===== config.mk =====
export PLATFORM = sky130hd
export DESIGN_NAME = inst_fetch_flat
export DESIGN_NICKNAME = d
export VERILOG_FILES = /design/src/rtl/inst_fetch_pkg.sv /design/src/rtl/inst_fetch_if.sv /design/src/rtl/inst_fetch_btb.sv /design/src/rtl/inst_fetch.sv /design/src/flat_wrapper.sv
export SDC_FILE = /design/constraint.sdc
export NUM_CORES = 2
export LEC_CHECK = 0
export CORE_MARGIN = 4
export CORE_UTILIZATION = 60
export DETAILED_ROUTE_END_ITERATION = 6
export PLACE_DENSITY = 0.8
export SLEW_MARGIN = 10
export SYNTH_ARGS = -nofsm -noshare
export SYNTH_HDL_FRONTEND = slang
export SYNTH_SLANG_ARGS = --single-unit

===== constraint.sdc =====
create_clock -name clk -period 4.5 [get_ports clk]
set_input_delay 0.9 -clock clk [delete_from_list [all_inputs] [get_ports clk]]
set_output_delay 0.9 -clock clk [all_outputs]
set_load 0.01 [all_outputs]

===== src/rtl/inst_fetch_pkg.sv =====
// Shared types and constants for the instruction fetch unit: FSM states, BTB
// geometry defaults and 2-bit branch counter encodings.
package inst_fetch_pkg;

  localparam logic [31:0] RESET_PC_DEF  = 32'h0;
  localparam int          BTB_IDX_W_DEF = 4;

  localparam logic [1:0] CNT_INIT     = 2'b01;
  localparam logic [1:0] CNT_ALLOC_T  = 2'b10;
  localparam logic [1:0] CNT_ALLOC_NT = 2'b01;

  typedef enum logic [1:0] {
    IF_IDLE    = 2'd0,
    IF_WAIT    = 2'd1,
    IF_DISCARD = 2'd2
  } if_state_e;

  // Saturating 2-bit counter step toward the resolved outcome.
  function automatic logic [1:0] cnt_next(input logic [1:0] cnt, input logic taken);
    if (taken) return (cnt == 2'b11) ? cnt : cnt + 2'b01;
    return (cnt == 2'b00) ? cnt : cnt - 2'b01;
  endfunction

endpackage


===== src/rtl/inst_fetch_if.sv =====
// Instruction-port bus between the fetch unit (master) and the memory
// controller (slave): level request held until a one-cycle done pulse.
interface inst_fetch_if;
  logic        mem_req;
  logic [31:0] mem_addr;
  logic        mem_done;
  logic [31:0] mem_inst;

  modport master (output mem_req, mem_addr, input  mem_done, mem_inst);
  modport slave  (input  mem_req, mem_addr, output mem_done, mem_inst);
endinterface


===== src/rtl/inst_fetch_btb.sv =====
// Direct-mapped branch target buffer: combinational lookup of the fetch PC,
// clocked training from committed branches.
module inst_fetch_btb
  import inst_fetch_pkg::*;
#(
  parameter int BTB_IDX_W = BTB_IDX_W_DEF
) (
  input  logic        clk,
  input  logic        rst,
  input  logic [31:0] i_lookup_pc,
  output logic        o_predict,
  output logic [31:0] o_next_pc,
  input  logic        i_upd_en,
  input  logic [31:0] i_upd_pc,
  input  logic [31:0] i_upd_target,
  input  logic        i_upd_taken
);

  localparam int ENTRIES = 1 << BTB_IDX_W;
  localparam int TAG_W   = 30 - BTB_IDX_W;

  logic [TAG_W-1:0]     r_tag    [ENTRIES];
  logic [31:0]          r_target [ENTRIES];
  logic [1:0]           r_cnt    [ENTRIES];
  logic [ENTRIES-1:0]   r_valid;

  logic [BTB_IDX_W-1:0] w_lk_idx, w_up_idx;
  logic [TAG_W-1:0]     w_lk_tag, w_up_tag;
  logic                 w_lk_hit, w_up_hit;
  logic                 w_unused;

  assign w_lk_idx = i_lookup_pc[BTB_IDX_W+1:2];
  assign w_lk_tag = i_lookup_pc[31:BTB_IDX_W+2];
  assign w_up_idx = i_upd_pc[BTB_IDX_W+1:2];
  assign w_up_tag = i_upd_pc[31:BTB_IDX_W+2];
  assign w_unused = &{1'b0, i_upd_pc[1:0]};

  assign w_lk_hit  = r_valid[w_lk_idx] && (r_tag[w_lk_idx] == w_lk_tag);
  assign w_up_hit  = r_valid[w_up_idx] && (r_tag[w_up_idx] == w_up_tag);
  assign o_predict = w_lk_hit && r_cnt[w_lk_idx][1];
  assign o_next_pc = o_predict ? r_target[w_lk_idx] : i_lookup_pc + 32'd4;

  // A write to the looked-up index lands at the edge, so lookup sees the old entry.
  always_ff @(posedge clk or negedge rst) begin
    if (!rst) begin
      r_valid <= '0;
      for (int i = 0; i < ENTRIES; i++) r_cnt[i] <= CNT_INIT;
    end else if (i_upd_en) begin
      r_valid[w_up_idx] <= 1'b1;
      r_cnt[w_up_idx]   <= w_up_hit ? cnt_next(r_cnt[w_up_idx], i_upd_taken)
                                    : (i_upd_taken ? CNT_ALLOC_T : CNT_ALLOC_NT);
    end
  end

  // NOTE: tag/target arrays carry no reset; valid gates every read, so they stay plain storage.
  always_ff @(posedge clk) begin
    if (i_upd_en) begin
      r_tag[w_up_idx] <= w_up_tag;
      if (i_upd_taken) r_target[w_up_idx] <= i_upd_target;
    end
  end

endmodule


===== src/rtl/inst_fetch.sv =====
// Instruction fetch: owns the fetch PC, keeps one memory read outstanding and
// pushes each returned instruction with its BTB prediction into the IQ.
module inst_fetch
  import inst_fetch_pkg::*;
#(
  parameter logic [31:0] RESET_PC  = RESET_PC_DEF,
  parameter int          BTB_IDX_W = BTB_IDX_W_DEF
) (
  input  logic         clk,
  input  logic         rst,
  input  logic         rdy,
  input  logic         roll,
  input  logic [31:0]  roll_PC,
  inst_fetch_if.master mem_bus,
  input  logic         IQ_full,
  output logic         IF_flag,
  output logic [31:0]  IF_inst,
  output logic [31:0]  IF_PC,
  output logic [31:0]  IF_BTB_PC,
  output logic         IF_BTB_predict,
  input  logic         ROB_br_flag,
  input  logic [31:0]  ROB_br_PC,
  input  logic [31:0]  ROB_br_target,
  input  logic         ROB_br_taken
);

  if_state_e   r_state;
  logic [31:0] r_pc;
  logic        r_mem_req;
  logic [31:0] r_mem_addr;
  logic        w_predict;
  logic [31:0] w_next_pc;

  assign mem_bus.mem_req  = r_mem_req;
  assign mem_bus.mem_addr = r_mem_addr;

  inst_fetch_btb #(.BTB_IDX_W(BTB_IDX_W)) u_btb (
    .clk          (clk),
    .rst          (rst),
    .i_lookup_pc  (r_pc),
    .o_predict    (w_predict),
    .o_next_pc    (w_next_pc),
    .i_upd_en     (ROB_br_flag & rdy),
    .i_upd_pc     (ROB_br_PC),
    .i_upd_target (ROB_br_target),
    .i_upd_taken  (ROB_br_taken)
  );

  // NOTE: state registers use non-blocking assignments so every flop samples pre-edge values.
  always_ff @(posedge clk or negedge rst) begin
    if (!rst) begin
      r_state        <= IF_IDLE;
      r_pc           <= RESET_PC;
      r_mem_req      <= 1'b0;
      r_mem_addr     <= '0;
      IF_flag        <= 1'b0;
      IF_inst        <= '0;
      IF_PC          <= '0;
      IF_BTB_PC      <= '0;
      IF_BTB_predict <= 1'b0;
    end else if (roll) begin
      // A response landing with the roll is dropped; otherwise an in-flight read is discarded later.
      r_pc    <= roll_PC;
      IF_flag <= 1'b0;
      if (r_state != IF_IDLE && mem_bus.mem_done) begin
        r_mem_req <= 1'b0;
        r_state   <= IF_IDLE;
      end else if (r_state == IF_WAIT) begin
        r_state <= IF_DISCARD;
      end
    end else begin
      IF_flag <= 1'b0;
      if (rdy) begin
        case (r_state)
          IF_IDLE: if (!IQ_full) begin
            r_mem_req  <= 1'b1;
            r_mem_addr <= r_pc;
            r_state    <= IF_WAIT;
          end
          IF_WAIT: if (mem_bus.mem_done) begin
            r_mem_req      <= 1'b0;
            IF_flag        <= 1'b1;
            IF_inst        <= mem_bus.mem_inst;
            IF_PC          <= r_pc;
            IF_BTB_PC      <= w_next_pc;
            IF_BTB_predict <= w_predict;
            r_pc           <= w_next_pc;
            r_state        <= IF_IDLE;
          end
          IF_DISCARD: if (mem_bus.mem_done) begin
            r_mem_req <= 1'b0;
            r_state   <= IF_IDLE;
          end
          default: r_state <= IF_IDLE;
        endcase
      end
    end
  end

  // Issue waits for a free IQ slot, so a push into a full queue means the handshake broke.
  assert property (@(posedge clk) disable iff (!rst) !(IF_flag && IQ_full));

endmodule


===== src/flat_wrapper.sv =====
// flat-port wrapper written by rule: the top's interface ports become plain ports
module inst_fetch_flat import inst_fetch_pkg::*;
#(
  parameter logic [31:0] RESET_PC  = RESET_PC_DEF,
  parameter int          BTB_IDX_W = BTB_IDX_W_DEF
)
  (clk, rst, rdy, roll, roll_PC, IQ_full, IF_flag, IF_inst, IF_PC, IF_BTB_PC, IF_BTB_predict, ROB_br_flag, ROB_br_PC, ROB_br_target, ROB_br_taken, mem_bus_mem_req, mem_bus_mem_addr, mem_bus_mem_done, mem_bus_mem_inst);
  inst_fetch_if mem_bus_i ();
  input  logic clk;
  input  logic rst;
  input  logic rdy;
  input  logic roll;
  input  logic [31:0] roll_PC;
  input  logic IQ_full;
  output logic IF_flag;
  output logic [31:0] IF_inst;
  output logic [31:0] IF_PC;
  output logic [31:0] IF_BTB_PC;
  output logic IF_BTB_predict;
  input  logic ROB_br_flag;
  input  logic [31:0] ROB_br_PC;
  input  logic [31:0] ROB_br_target;
  input  logic ROB_br_taken;
  output wire logic [$bits(mem_bus_i.mem_req)-1:0] mem_bus_mem_req;
  output wire logic [$bits(mem_bus_i.mem_addr)-1:0] mem_bus_mem_addr;
  input wire logic [$bits(mem_bus_i.mem_done)-1:0] mem_bus_mem_done;
  input wire logic [$bits(mem_bus_i.mem_inst)-1:0] mem_bus_mem_inst;
  assign mem_bus_mem_req = mem_bus_i.mem_req;
  assign mem_bus_mem_addr = mem_bus_i.mem_addr;
  assign mem_bus_i.mem_done = mem_bus_mem_done;
  assign mem_bus_i.mem_inst = mem_bus_mem_inst;
  inst_fetch #(.RESET_PC(RESET_PC), .BTB_IDX_W(BTB_IDX_W)) u_core (.clk(clk), .rst(rst), .rdy(rdy), .roll(roll), .roll_PC(roll_PC), .mem_bus(mem_bus_i), .IQ_full(IQ_full), .IF_flag(IF_flag), .IF_inst(IF_inst), .IF_PC(IF_PC), .IF_BTB_PC(IF_BTB_PC), .IF_BTB_predict(IF_BTB_predict), .ROB_br_flag(ROB_br_flag), .ROB_br_PC(ROB_br_PC), .ROB_br_target(ROB_br_target), .ROB_br_taken(ROB_br_taken));
endmodule

==> results.md <==
- Drt wl/cell: around 34 um
- CTS tree: yes
- Final Net Count: about 3200
- Clk_lat worst skew: ~0.7 ns
- Status: complete, no violations
- Register bit total from synthesis: roughly 1100
- Routed Antenna Nets: 0
- GRT Util Overall: between 30 and 40%
- R2R Setup Slk: roughly 0.25 ns
- Leakage: between 20 and 25 nW
- Layout Skew: about 0.07 ns
- Delay-heaviest family, CP: simple AND/OR/NAND/NOR gates
- Port buffer count: approximately 260
- Fin. Hold Viols: 0
- # resized after CTS: 0
- Hold Buf Count CTS: 0
- Starting density of the core: between 60% and 70%
- Vias per cell: between 6 and 7
- Horiz. Die Dim: just under 300 um
- Post-synthesis sequential area ratio: between 60% and 70%
- Pre-CTS setup slack: -0.2613 ns
- Clock-pin slew on the worst setup and hold paths: roughly 0.070 ns
- First-pass GRT wire length: about 210000 um
- Antenna violations before repair: 21
- Post-route minimum period: ~4.2 ns
- Most used DFF post-synth: edfxtp_1
- Worst Setup Path Type: register to register
- Total CTS buffers: around 110
- Filler-free cell count of the finished design: ~4200
- Pin count of the biggest net entering global routing: 133
- Post-synth top area cell: edfxtp_1
- Crit path DAT: 4.77 ns
- Gate count of the mapped netlist: between 2000 and 3000
- Most frequent cell after synthesis: edfxtp_1
- Remaining DRCs: 0
- HPWL Detailed: approximately 84000 um
- Worst setup margin: ~0.25 ns
- Bufs and invs on worst path: 2
- Max IR drop VDD: around 0.47 mV
- Die area: about 0.086 mm2
- Final setup violation count: 0
- Row count: about 100
- Min-Delay Path Class: input port to asynchronous set/reset pin
- Cells along the critical path: buf_12 -> nor2_1 -> a22oi_1 -> a21boi_0 -> nor3b_1 -> mux4_2 -> and4_1 -> nand4_1 -> buf_12 -> mux2i_1 -> o21ai_0
- Worst-Margin Slew: ~1.1 ns
- Fillers: 4609
- CTS sink cnt: ~1100
- Die height: a little under 300 um
- Crit path top cell by count: buf_12
- Vias in the first global route: between 30000 and 40000
- F_max: between 200 and 250 MHz
- Top post-synthesis cells by area: edfxtp_1 57%, mux4_2 17%, dfrtp_1 10%
- Setup Fix Bufs, Post-CTS: 0
- Max Cap Viol: 0
- Layout area overhead: 17.98%
- Longest Clk Path Bufs: 3
- Total global routing overflow: 0
- Io pins: around 270
- Worst-path fanout max: 40
- Synth Area per Inst: ~18 um2
- CP max-delay cell: nor2_1
- RSZ-0062 raised after global routing: false
- Fin util: a little under three quarters
- Synthesized area: just under 0.05 mm2
- H-Tree Depth: 3
- Crit path required time: 5.03 ns
- Power Dens Cells: approximately 480 mW/mm2
- Core region area: about 0.08 mm2
- Yosys Warn Count: 0
- CP max stage delay: a little over 0.8 ns
- Share of cells above drive strength 1: between 20% and 30%
- Relative slew slack: just under 30%
- Async S/R FF share, synth: 18.67%
- Final period utilization: a little over nine tenths
- DRT Wirelength: ~140000 um
- Final Max Tran Viols: 0
- Worst Setup End Kind: register
- EDFF count, synth: between 900 and 1000
- Final GP Congestion: about 0.9
- Syn_nets: ~2800
- Root buf cell: clkbuf_16
- Initial drt markers: ~4300
- # placed instances: 3992
- Synth unique cells: 67
- Post-synth top cells: 928 x edfxtp_1, 365 x mux4_2, 258 x nand2_1, 197 x dfrtp_1, 137 x mux2i_1
- 1st-pass router iterations: 6
- CP startpoint kind: register
- Via count: roughly 29000
- Synth top area share: between 50% and 60%
[final cells by class]
class | instances | area (um2) | area share [%]
inverters | 20 | 76.32 | 0.1322
clock inverters | 62 | 752.0 | 1.302
flip-flops and latches | 1141 | 33230 | 57.54
clock buffers | 143 | 3049 | 5.280
diodes | 14 | 35.03 | 0.06067
repair buffers | 418 | 4189 | 7.254
well taps | 1060 | 1326 | 2.297
multi-input cells | 1353 | 15090 | 26.14
[kinds of logic after synthesis]
kind of cell / synth area share, %
buffers and inverters: 1.930
multiplexers: 20.98
XOR/XNOR: 1.789
AND/OR/NAND/NOR: 4.146
AO/OA/AOI/OAI: 3.216
adder cells (fa/ha/maj): 0.07670
flip-flops: 67.86
[per-stage QoR]
step | TNS (ns) | power [W] | hold slack, ns | instance area, um2
after global placement | -2.176 | 0.01813 | 0.4605 | 53910
after CTS | 0 | 0.02787 | 0.2292 | 57710
after floorplan | -85.28 | 0.01560 | 0.4539 | 49020
after global routing | 0 | 0.02879 | 0.2402 | 57730
after detailed placement | -6.579 | 0.01831 | 0.4647 | 53910
final | 0 | 0.02787 | 0.1831 | 57750
[per-layer routing]
layer	track usage, %	routed length [um]	up-vias
met3	8.717	16640	452
met2	53.09	68900	2238
met5	0	26	-
li1	-	-	11540
met4	16.31	8019	4
met1	43.03	48430	15080
[flip-flops by register name, indices dropped and copies added (netlist names)]
name and flops:
u_core.IF_flag 1, u_core.IF_BTB_predict 1, u_core.u_btb.r_target 512, u_core.u_btb.r_cnt 32
u_core.IF_inst 32, u_core.u_btb.r_valid 16, u_core.mem_bus.mem_addr 32, u_core.u_btb.r_tag 416
u_core.mem_bus.mem_req 1, u_core.IF_PC 32, u_core.r_state 2, u_core.r_pc 32
u_core.IF_BTB_PC 32
[where the power goes]
| group | internal, W | switching (W) |
|---|---|---|
| clock network | 0.00550 | 0.00409 |
| registers | 0.0122 | 0.000677 |
| logic | 0.00268 | 0.00274 |
[cells in the final DEF, fill, tap and decap left out, types with 30 or more instances in the layout]
cell | netlist | routed
mux2_2 | 60 | 60
nor2_1 | 42 | 30
mux2i_1 | 137 | 137
edfxtp_1 | 928 | 928
dfrtp_1 | 197 | 194
clkdlybuf4s50_1 | 0 | 260
nand2_1 | 258 | 258
a22oi_1 | 49 | 49
xnor2_1 | 68 | 68
clkbuf_16 | 0 | 111
buf_4 | 19 | 123
xor2_1 | 32 | 32
o21ai_0 | 85 | 85
a21oi_1 | 32 | 32
buf_12 | 0 | 31
mux4_2 | 365 | 365
[worst paths after layout]
kind | startpoint | endpoint | cells after the start
worst min-delay path | rst | u_core.u_btb.r_valid[7] | 1
worst max-delay path | u_core.r_pc[2] | u_core.IF_BTB_PC[14] | 11
worst min register to register | u_core.IF_inst[23] | u_core.IF_inst[23] | 2
worst max register to register | u_core.r_pc[2] | u_core.IF_BTB_PC[14] | 11
min in group clk | u_core.IF_inst[23] | u_core.IF_inst[23] | 2
max in group asynchronous | rst | u_core.u_btb.r_valid[15] | 2
Power figures use the tool's default switching activity.
